[config.mk]
export PLATFORM = sky130hd
export DESIGN_NAME = seg7_scan_capture
export DESIGN_NICKNAME = d
export VERILOG_FILES = /design/src/rtl/seg7_scan_capture.sv
export SDC_FILE = /design/constraint.sdc
export NUM_CORES = 1
export LEC_CHECK = 0
export CAP_MARGIN = 10
export CORE_UTILIZATION = 50
export DETAILED_ROUTE_END_ITERATION = 8
export MAX_ROUTING_LAYER = met4
export PLACE_DENSITY = 0.8
export SYNTH_ARGS = -nofsm -noshare
export SYNTH_HDL_FRONTEND = slang
export SYNTH_SLANG_ARGS = --single-unit
[constraint.sdc]
create_clock -name CLK -period 2.1 [get_ports CLK]
set_input_delay 0.42 -clock CLK [delete_from_list [all_inputs] [get_ports CLK]]
set_output_delay 0.42 -clock CLK [all_outputs]
set_load 0.05 [all_outputs]
[src/rtl/seg7_scan_capture.sv]
// rtl/seg7_scan_capture.sv - recovers a 4-digit BCD value from a multiplexed seven-segment bus
module seg7_scan_capture #(
    parameter int STABLE_CYC = 4,
    parameter int CNT_W      = 8
) (
    input  logic        CLK,
    input  logic        RST,
    input  logic        EN,
    input  logic [3:0]  DIG,
    input  logic [6:0]  SEGS,
    output logic [15:0] VALUE,
    output logic        VALID,
    output logic        ERR
);

    localparam logic [CNT_W-1:0] STABLE = CNT_W'(STABLE_CYC);

    logic [10:0]      samp_q;
    logic [CNT_W-1:0] cnt_q;
    logic [CNT_W-1:0] cnt_next;
    logic             taken_q;
    logic             taken_next;
    logic [3:0]       got_q;
    logic [15:0]      shadow_q;

    logic [3:0]       samp_dig;
    logic [6:0]       samp_segs;
    logic             same;
    logic             accept;
    logic             seg_legal;
    logic [3:0]       seg_bcd;
    logic             dig_onehot;
    logic             acc_good;
    logic             acc_bad;
    logic [3:0]       got_merge;
    logic [15:0]      shadow_merge;
    logic             frame_done;

    assign samp_dig  = samp_q[10:7];
    assign samp_segs = samp_q[6:0];
    assign same      = ({DIG, SEGS} == samp_q);

    always_comb begin
        seg_legal = 1'b1;
        seg_bcd   = 4'd0;
        case (samp_segs)
            7'b1111110: seg_bcd = 4'd0;
            7'b0110000: seg_bcd = 4'd1;
            7'b1101101: seg_bcd = 4'd2;
            7'b1111001: seg_bcd = 4'd3;
            7'b0110011: seg_bcd = 4'd4;
            7'b1011011: seg_bcd = 4'd5;
            7'b1011111: seg_bcd = 4'd6;
            7'b1110000: seg_bcd = 4'd7;
            7'b1111111: seg_bcd = 4'd8;
            7'b1111011: seg_bcd = 4'd9;
            default:    seg_legal = 1'b0;
        endcase
    end

    always_comb begin
        dig_onehot = 1'b0;
        case (samp_dig)
            4'b0001, 4'b0010, 4'b0100, 4'b1000: dig_onehot = 1'b1;
            default:                            dig_onehot = 1'b0;
        endcase
    end

    // One accept per dwell: counter must sit at STABLE and this dwell not yet used.
    assign accept   = EN && (cnt_q == STABLE) && !taken_q;
    assign acc_good = accept && dig_onehot && seg_legal;
    assign acc_bad  = accept && (samp_dig != 4'b0000) && !(dig_onehot && seg_legal);

    always_comb begin
        if (!EN) begin
            cnt_next = '0;
        end else if (same) begin
            cnt_next = (cnt_q == STABLE) ? cnt_q : cnt_q + 1'b1;
        end else begin
            cnt_next = {{(CNT_W-1){1'b0}}, 1'b1};
        end
    end

    always_comb begin
        if (!EN || !same) begin
            taken_next = 1'b0;
        end else begin
            taken_next = taken_q | accept;
        end
    end

    // The strobe is one-hot when this is used, so it doubles as the digit mask.
    always_comb begin
        got_merge    = got_q | samp_dig;
        shadow_merge = shadow_q;
        for (int i = 0; i < 4; i++) begin
            if (samp_dig[i]) begin
                shadow_merge[i*4 +: 4] = seg_bcd;
            end
        end
    end

    assign frame_done = acc_good && (got_merge == 4'b1111);

    always_ff @(posedge CLK) begin
        if (RST) begin
            samp_q   <= '0;
            cnt_q    <= '0;
            taken_q  <= 1'b0;
            got_q    <= 4'b0000;
            shadow_q <= 16'h0000;
            VALUE    <= 16'h0000;
            VALID    <= 1'b0;
            ERR      <= 1'b0;
        end else begin
            samp_q  <= {DIG, SEGS};
            cnt_q   <= cnt_next;
            taken_q <= taken_next;
            VALID   <= frame_done;
            ERR     <= acc_bad;
            if (!EN || acc_bad) begin
                got_q <= 4'b0000;
            end else if (acc_good) begin
                shadow_q <= shadow_merge;
                got_q    <= frame_done ? 4'b0000 : got_merge;
            end
            if (frame_done) begin
                VALUE <= shadow_merge;
            end
        end
    end

endmodule

==> results_dict.tcl <==
set metrics [dict create \
    seq_area_frac_synth 0.410 \
    setup_violations 0 \
    fin_setup_tns_ps 0 \
    synth_mux_area_frac 0.0884 \
    drt-initial-drc-count 198 \
    routed_wl_mm 6.31 \
    syn_area_um2 2830 \
    cts_buffer_depth 2 \
    vias_per_cell 5.62 \
    synth.area.top_cells "dfxtp_1 (41%), mux2i_1 (5.7%), xor2_1 (5.0%)" \
    synth_xor_area_frac 0.0650 \
    cap_violations 0 \
    whs_ps 471 \
    diodes 0 \
    holdPathEnd "VALUE[1]" \
    row_count 27 \
    mostFrequentLayoutCell "dfxtp_1" \
    worst_slew_pin_slew_ps 524 \
    ios 32 \
    final_area_um2 3520 \
    crit_type "reg2reg" \
    grt_max_degree 32 \
    netlist.area_leader.share 0.410 \
    place_ws_ps -57.1 \
    clk_pin_slew_ps 70 \
    min_period_ps 1980 \
    grt_pass1_wl_mm 10.6 \
    synthArstFlopShare 0 \
    status "complete, no violations" \
    dp_cells 405 \
    synth_compound_gate_area_share 0.132 \
    synth_warnings 0 \
    gp_congestion 0.783 \
    first_global_vias 2249 \
    worstPathRequired_ps 2350 \
    cts_tree "done" \
    r2r_slack_ps 120 \
    via_count 2364 \
    grt_overflow 0 \
    grtUsageTotal 0.234 \
    instances_no_fill 421 \
    hpwl_mm 4.53 \
    insertion_delay_ps 340 \
    cts-root-buf "clkbuf_8" \
    rsz0062_at_grt "no" \
    r2r_cells 6 \
    nNetsFinal 360 \
    post_dp_cell_area_um2 3280 \
    postCtsSetupBuffers 0 \
    cts_made_buffers 9 \
    crit_arrival_ps 2230 \
    critical_path.max_fanout 8 \
    cts_max_level 3 \
    max_freq_ghz 0.505 \
    antenna_found_initial 0 \
    ys_types 46 \
    cts.sinks 58 \
    ant_nets 0 \
    synth_edf_count 0 \
    hold_path_class "reg2reg" \
    period_share 0.943 \
    yosysTopAreaCell "dfxtp_1" \
    start_kind "register" \
    cellLeakagePower_nw 1.32 \
    slew_headroom 0.650 \
    hp-start "VALUE[1]" \
    synthCells 303 \
    die_height_um 77.2 \
    rr_startpoint "samp_q[2]" \
    wire_per_inst_um 15.0 \
    synth_top_family_by_area "simple AND/OR/NAND/NOR gates" \
    hold_violations 0 \
    die_w_um 77.2 \
    coreArea_um2 5470 \
    ys_seq_elements 58 \
    port_buffers 31 \
    synth.avg_cell_area_um2 9.34 \
    layout_common_cells "dfxtp_1 (54), clkdlybuf4s50_1 (31), a21oi_1 (21), buf_4 (21), nand2b_1 (20)" \
    layout-drive-gt1-share 0.192 \
    p_per_area_nw_per_um2 700 \
    syn-num-nets 319 \
    drcViolationCount 0 \
    r2r-end "shadow_q[11]" \
    syn2layout_area_growth_pct 24.2 \
    synth_ff_type "dfxtp_1" \
    start_util 0.517 \
    synthSimpleGateAreaFrac 0.233 \
    fin_worst_skew_ps 10.7 \
    setup_slack_ps 120 \
    vdd.ir_drop.worst_mv 0.535 \
    drt-pass1-iter-count 4 \
    slew_violations 0 \
    cp-end-kind "register" \
    dieArea_um2 5970 \
    yosys.area_share.adder 0.00884 \
    hold_depth 2 \
]
-- synth_stat cells, types with 6 or more instances --
master     instances
a21oi_1           21
buf_2              6
buf_4              8
clkbuf_1           7
dfxtp_1           58
inv_1              6
mux2_2             8
mux2i_1           16
nand2_1            9
nand2b_1          20
nand3_1           18
nor2_1            15
nor2b_1           13
nor4_1             6
o2111ai_1          9
o21ai_0           15
xor2_1            16
-- per-stage QoR --
stage	power [mW]	util
after floorplan	1.24	-
after global placement	1.30	0.599
after detailed placement	1.31	0.599
after CTS	2.48	0.640
after global routing	2.55	0.642
final	2.46	0.642
-- power breakdown --
group | internal, mW | leakage (nW) | switching [mW]
clock network | 0.733 | 0.117 | 0.441
logic | 0.0794 | 0.729 | 0.0701
registers | 1.11 | 0.471 | 0.0246
-- worst max-delay path, cell delays in order (launching register included) --
cell and delay [ps]:
dfxtp_1 460, nand2b_1 200, nor2_1 90, a311oi_2 380, nand3_4 170, nand3_1 310, mux2i_1 270
-- cells by family after synthesis --
| kind of cell | Yosys count |
|---|---|
| compound gates | 58 |
| xor+xnor | 21 |
| fa+ha+maj | 2 |
| buf+inv | 30 |
| flops | 58 |
| mux | 24 |
| simple gates | 110 |
-- flip-flops by register name (all words and copies together) (netlist names) --
register / count
taken_q: 1
got_q: 4
VALID: 1
VALUE: 16
samp_q: 11
ERR: 1
cnt_q: 8
shadow_q: 16
-- metal layers --
metal,global-route usage,part of all wire
met5,-,0
met4,0.111,0.018
met3,0.0488,0.043
met2,0.363,0.49
met1,0.288,0.45
-- final cells by class --
class,instances,area [um^2]
flip-flops and latches,58,1170
clock inverters,4,73.8
fillers,440,1960
inverters,6,22.5
clock buffers,12,155
repair buffers,54,508
well taps,72,90.1
multi-input cells,215,1500
-- timing repair --
action | CTS | global route
hold buffers | 0 | 0
gates resized for setup | 0 | 5
endpoints found under the setup margin | 0 | 14
-- worst max path at each step --
stage | start | to | slack, ps
floorplan | cnt_q[0] | VALUE[0] | 210
global placement | SEGS[5] | cnt_q[6] | -5
detailed placement | SEGS[5] | cnt_q[4] | -60
CTS | samp_q[3] | got_q[0] | 40
global route | cnt_q[0] | VALUE[15] | 7
finish | samp_q[2] | shadow_q[11] | 120
Power figures use the tool's default switching activity.
